### src/rtl/cpu_pkg.sv
// Shared encodings and default widths for the MEM-stage access logic.
package cpu_pkg;

    typedef enum logic [1:0] {
        ST_IDLE = 2'd0,
        ST_WAIT = 2'd1,
        ST_DONE = 2'd2
    } mem_state_e;

    localparam int DW_DEF = 16;
    localparam int AW_DEF = 16;
    localparam int RW_DEF = 4;

    localparam logic [3:0] REG_ZERO = 4'd0;

endpackage

### src/rtl/mem_req_fsm.sv
// Data-memory request sequencer: issues one req/ack transaction per access,
// holds the request fields stable, captures read data and raises stall.
module mem_req_fsm
    import cpu_pkg::*;
#(
    parameter int DW = DW_DEF,
    parameter int AW = AW_DEF
) (
    input  logic          clk,
    input  logic          rst_n,
    input  logic          access,
    input  logic          is_write,
    input  logic [AW-1:0] addr,
    input  logic [DW-1:0] wdata,
    input  logic          dmem_ack,
    input  logic [DW-1:0] dmem_rdata,
    output logic          dmem_req,
    output logic          dmem_we,
    output logic [AW-1:0] dmem_addr,
    output logic [DW-1:0] dmem_wdata,
    output logic          stall,
    output logic          done,
    output logic [DW-1:0] rdata_cap
);

    mem_state_e    state_q, state_d;
    logic          req_q, req_d;
    logic          we_q, we_d;
    logic [AW-1:0] addr_q, addr_d;
    logic [DW-1:0] wdata_q, wdata_d;
    logic [DW-1:0] rdata_q, rdata_d;

    always_ff @(posedge clk or negedge rst_n) begin
        if (!rst_n) begin
            state_q <= ST_IDLE;
            req_q   <= 1'b0;
            we_q    <= 1'b0;
            addr_q  <= '0;
            wdata_q <= '0;
            rdata_q <= '0;
        end else begin
            state_q <= state_d;
            req_q   <= req_d;
            we_q    <= we_d;
            addr_q  <= addr_d;
            wdata_q <= wdata_d;
            rdata_q <= rdata_d;
        end
    end

    always_comb begin
        state_d = state_q;
        req_d   = req_q;
        we_d    = we_q;
        addr_d  = addr_q;
        wdata_d = wdata_q;
        rdata_d = rdata_q;
        case (state_q)
            ST_IDLE: begin
                if (access) begin
                    state_d = ST_WAIT;
                    req_d   = 1'b1;
                    we_d    = is_write;
                    addr_d  = addr;
                    wdata_d = wdata;
                end
            end
            ST_WAIT: begin
                if (dmem_ack) begin
                    state_d = ST_DONE;
                    req_d   = 1'b0;
                    rdata_d = dmem_rdata;
                end
            end
            // EX/MEM advances on the DONE edge, so IDLE sees the next instruction.
            ST_DONE: state_d = ST_IDLE;
            default: begin
                state_d = ST_IDLE;
                req_d   = 1'b0;
            end
        endcase
    end

    assign stall      = ((state_q == ST_IDLE) && access) || (state_q == ST_WAIT);
    assign done       = (state_q == ST_DONE);
    assign rdata_cap  = rdata_q;
    assign dmem_req   = req_q;
    assign dmem_we    = we_q;
    assign dmem_addr  = addr_q;
    assign dmem_wdata = wdata_q;

endmodule

### src/rtl/mem_stage_access.sv
// MEM stage: LW/SW data-memory access over req/ack plus the MEM/WB registers.
// Optional store-data forwarding from WB is enabled by defining MEM2MEM_FWD_EN.
module mem_stage_access
    import cpu_pkg::*;
#(
    parameter int DW = DW_DEF,
    parameter int AW = AW_DEF,
    parameter int RW = RW_DEF
) (
    input  logic          clk,
    input  logic          rst_n,
    input  logic          exm_mem_read,
    input  logic          exm_mem_write,
    input  logic          exm_reg_write,
    input  logic          exm_mem_to_reg,
    input  logic          exm_halt,
    input  logic [RW-1:0] exm_rd,
    input  logic [RW-1:0] exm_rt,
    input  logic [DW-1:0] exm_rt_val,
    input  logic [DW-1:0] exm_alu_data,
    input  logic          wb_reg_write,
    input  logic [RW-1:0] wb_rd,
    input  logic [DW-1:0] wb_data,
    output logic          dmem_req,
    output logic          dmem_we,
    output logic [AW-1:0] dmem_addr,
    output logic [DW-1:0] dmem_wdata,
    input  logic          dmem_ack,
    input  logic [DW-1:0] dmem_rdata,
    output logic          stall,
    output logic          mw_reg_write,
    output logic          mw_mem_to_reg,
    output logic          mw_halt,
    output logic [RW-1:0] mw_rd,
    output logic [DW-1:0] mw_mem_data,
    output logic [DW-1:0] mw_alu_data
);

    logic          access;
    logic [DW-1:0] store_data;
    logic          done;
    logic [DW-1:0] rdata_cap;

    assign access = exm_mem_read | exm_mem_write;

`ifdef MEM2MEM_FWD_EN
    logic fwd_store;
    assign fwd_store  = exm_mem_write & wb_reg_write & (wb_rd == exm_rt) &
                        (wb_rd != RW'(REG_ZERO));
    assign store_data = fwd_store ? wb_data : exm_rt_val;
`else
    logic unused_wb;
    assign unused_wb  = ^{wb_reg_write, wb_rd, wb_data, exm_rt};
    assign store_data = exm_rt_val;
`endif

    mem_req_fsm #(.DW(DW), .AW(AW)) u_req_fsm (
        .clk        (clk),
        .rst_n      (rst_n),
        .access     (access),
        .is_write   (exm_mem_write),
        .addr       (exm_alu_data[AW-1:0]),
        .wdata      (store_data),
        .dmem_ack   (dmem_ack),
        .dmem_rdata (dmem_rdata),
        .dmem_req   (dmem_req),
        .dmem_we    (dmem_we),
        .dmem_addr  (dmem_addr),
        .dmem_wdata (dmem_wdata),
        .stall      (stall),
        .done       (done),
        .rdata_cap  (rdata_cap)
    );

    logic          reg_write_q, reg_write_d;
    logic          mem_to_reg_q, mem_to_reg_d;
    logic          halt_q, halt_d;
    logic [RW-1:0] rd_q, rd_d;
    logic [DW-1:0] mem_data_q, mem_data_d;
    logic [DW-1:0] alu_data_q, alu_data_d;

    always_ff @(posedge clk or negedge rst_n) begin
        if (!rst_n) begin
            reg_write_q  <= 1'b0;
            mem_to_reg_q <= 1'b0;
            halt_q       <= 1'b0;
            rd_q         <= '0;
            mem_data_q   <= '0;
            alu_data_q   <= '0;
        end else begin
            reg_write_q  <= reg_write_d;
            mem_to_reg_q <= mem_to_reg_d;
            halt_q       <= halt_d;
            rd_q         <= rd_d;
            mem_data_q   <= mem_data_d;
            alu_data_q   <= alu_data_d;
        end
    end

    // A bubble only needs its side-effecting controls cleared; data fields hold.
    always_comb begin
        reg_write_d  = reg_write_q;
        mem_to_reg_d = mem_to_reg_q;
        halt_d       = halt_q;
        rd_d         = rd_q;
        mem_data_d   = mem_data_q;
        alu_data_d   = alu_data_q;
        if (stall) begin
            reg_write_d  = 1'b0;
            mem_to_reg_d = 1'b0;
            halt_d       = 1'b0;
        end else begin
            reg_write_d  = exm_reg_write;
            mem_to_reg_d = exm_mem_to_reg;
            halt_d       = exm_halt;
            rd_d         = exm_rd;
            alu_data_d   = exm_alu_data;
            if (done) mem_data_d = rdata_cap;
        end
    end

    assign mw_reg_write  = reg_write_q;
    assign mw_mem_to_reg = mem_to_reg_q;
    assign mw_halt       = halt_q;
    assign mw_rd         = rd_q;
    assign mw_mem_data   = mem_data_q;
    assign mw_alu_data   = alu_data_q;

endmodule
### config.mk
export PLATFORM = sky130hd
export DESIGN_NAME = mem_stage_access
export DESIGN_NICKNAME = d
export VERILOG_FILES = /design/src/rtl/cpu_pkg.sv /design/src/rtl/mem_req_fsm.sv /design/src/rtl/mem_stage_access.sv
export SDC_FILE = /design/constraint.sdc
export NUM_CORES = 1
export LEC_CHECK = 0
export ABC_AREA = 1
export CORE_UTILIZATION = 42
export CTS_CLUSTER_DIAMETER = 80
export CTS_CLUSTER_SIZE = 24
export DETAILED_ROUTE_END_ITERATION = 7
export PLACE_DENSITY = 0.81
export SYNTH_ARGS = -nofsm -noshare
export SYNTH_HDL_FRONTEND = slang
export SYNTH_SLANG_ARGS = --single-unit
### constraint.sdc
create_clock -name clk -period 1.67 [get_ports clk]
set_clock_uncertainty 0.2 [all_clocks]
set_input_delay 0.2505 -clock clk [delete_from_list [all_inputs] [get_ports clk]]
set_output_delay 0.2505 -clock clk [all_outputs]
set_load 0.005 [all_outputs]
==> flow_summary_export.csv <==
group,metric,value,unit
clock_network,cts_root_buf,"clkbuf_8",
cells_and_area,area_delta_synth_final,48.2,%
cells_and_area,final_net_count,610,
detailed_routing,drt_first_iter_violations,91,
clock_network,cts_buffers,9,
hold_path,min_path_type,"in2async",
detailed_routing,drt-total-wl,8.71,mm
sta,rsz0062_at_grt,"false",
global_route,grt_pass1_vias,2933,
detailed_routing,ant_nets,0,
cells_and_area,mostFrequentLayoutCell,"nand2_1",
clock_network,htree_levels,3,
worst_setup_path,cp_data_required_time,1.22,ns
sta,drv_slew,0,
run_status,status,"complete, no violations",
clock_network,clk_pin_slew,0.08,ns
cells_and_area,fin_area,0.00539,mm^2
worst_setup_path,critical_path_class,"reg2out",
sta,setup_ws,0.0458,ns
yosys,syn_area_per_cell,9.75,um^2
cells_and_area,diodes,0,
worst_setup_path,crit_slowest_cell,"clkdlybuf4s50_1",
clock_network,cts.path.max_buffers,2,
run,cap_violations,0,
worst_setup_path,worstPathMaxFanout,1,
place,port_buffers,133,
floorplan,core-area,0.00830,mm^2
cells_and_area,final_cell_mix,"127 x nand2_1, 90 x dfrtp_1, 59 x clkdlybuf4s50_1",
cells_and_area,drive_gt1_frac,0.153,
sta,hold_viol_final,0,
sta,setup_tns,0,ns
yosys,synth_cells,373,
worst_setup_path,path_cells,"clkdlybuf4s50_1",
yosys,ys_types,17,
sta,fin_crit_sh,0.973,
sta,min_period,1.62,ns
place,post-place-ws,-0.294,ns
detailed_routing,dr.pass1.iters,4,
floorplan,row_count,33,
global_route,gr-total-overflow,0,
sta,setup_viol,0,
clock_network,clock_sinks,91,
yosys,synth_warnings,0,
global_route,grt.total_usage,0.204,
detailed_routing,post-route-drc-count,0,
floorplan,ios,159,
floorplan,floorplan.initialDensity,0.438,
worst_setup_path,worst_ep_arrival_time,1.17,ns
detailed_routing,via_count,3019,
worst_setup_path,critPathTopFamily,"buffers and inverters",
sta,slew_headroom,0.744,
worst_setup_path,path_buf_inv,1,
clock_network,cts_tree,"done",
pwr,power_leakage,2.96,nW
place,placed_area,0.00507,mm^2
place,post-place-cells,600,
yosys,ys_seq_area_frac,0.626,
worst_setup_path,cp_slowest_stage_delay,0.49,ns
place,finalWeightedCongestion,0.751,
pwr,irDropWorstVdd,906,uV
yosys,synth_seq_cells,91,
clock_network,clock_latency,0.35,ns
worst_setup_path,setup.worst_path.end_class,"output pin",
pwr,power_density,1720,mW/mm^2
cells_and_area,layout.cells.non_filler,635,
sta,tightest_slew,0.385,ns
yosys,syn-num-nets,458,
detailed_routing,post_drt_wl_per_cell,13.7,um
yosys,netlist_area,0.00364,mm^2
cells_and_area,num-fill-cells,672,
pwr,report.power.total,9.30,mW
global_route,grt_pass1_wl,13.9,mm
worst_setup_path,cp-start-kind,"register",
floorplan,die_h,95.1,um
sta,fmax,0.616,GHz
place,dp_hpwl,5.71,mm
detailed_routing,vias_per_cell,4.75,
floorplan,die_area,0.00904,mm^2
global_route,antenna_found_initial,0,
floorplan,fp.dieW,95.1,um
global_route,grt_max_degree,57,
cell type report:
class                           instances  area, um^2  area share
Tap cell                              105         131      0.0244
Multi-Input combinational cell        236        1110       0.205
Clock buffer                           12         145      0.0269
Timing Repair Buffer                  164        1600       0.296
Sequential cell                        91        2280       0.422
Inverter                               23        86.3      0.0160
Clock inverter                          4        50.0     0.00928
power breakdown:
| group | leakage [nW] | internal, mW | switching (mW) | total [mW] |
|---|---|---|---|---|
| Clock | 0.0926 | 0.732 | 0.736 | 1.47 |
| Sequential | 1.13 | 3.24 | 0.510 | 3.75 |
| Combinational | 1.74 | 2.02 | 2.06 | 4.08 |
repair_timing:
action / in CTS / in global routing
endpoints found under the setup margin: 63 / 21
hold buffers: 1 / 0
pin swaps: 1 / 0
hold endpoints to repair: 91 / 0
buffers inserted: 16 / 2
gates resized for setup: 58 / 21
final timing paths:
path	startpoint	end	slack, ns	cells past startpoint
setup / recovery	mw_reg_write	mw_reg_write	0.05	1
hold / removal	rst_n	u_req_fsm.rdata_cap[0]	0.14	2
setup reg to reg	u_req_fsm.state_q[0]	mw_mem_data[9]	0.19	5
hold reg to reg	u_req_fsm.dmem_addr[13]	u_req_fsm.dmem_addr[13]	0.27	2
max in group asynchronous	rst_n	mw_alu_data[1]	0.61	3
min in group clk	exm_mem_to_reg	mw_mem_to_reg	0.21	3
layer usage:
metal,global-route usage,vias up,routed length [um]
met2,0.313,113,4000
met1,0.265,1426,3880
met4,0.0833,0,93
met3,0.0694,7,741
li1,-,1473,-
met5,0,-,0
Yosys cell counts:
cell,count,area share
buf_2,7,0.0096
buf_1,3,0.0031
nand2_2,16,0.028
buf_12,2,0.011
or2_1,1,0.0017
clkbuf_1,3,0.0031
o21ai_0,19,0.026
nor2_4,1,0.0031
buf_6,3,0.0093
buf_4,5,0.010
nand2_1,127,0.13
o21ai_2,16,0.039
nor2_1,3,0.0031
dfrtp_1,91,0.63
nand3_1,53,0.073
inv_2,1,0.0010
inv_1,22,0.023
cells by family (layout without fill, tap and decap cells):
family	count (synthesis)	after routing	share of synthesized area
flops	91	91	0.626
buf+inv	46	203	0.0701
simple gates	201	201	0.239
compound gates	35	35	0.0646
stage by stage:
stage | hold WS, ns | util
after global placement | -0.0391 | 0.611
after CTS | 0.129 | 0.641
after global routing | 0.173 | 0.650
final | 0.141 | 0.650
after floorplan | -0.245 | -
after detailed placement | -0.0379 | 0.611
Power figures use the tool's default switching activity.
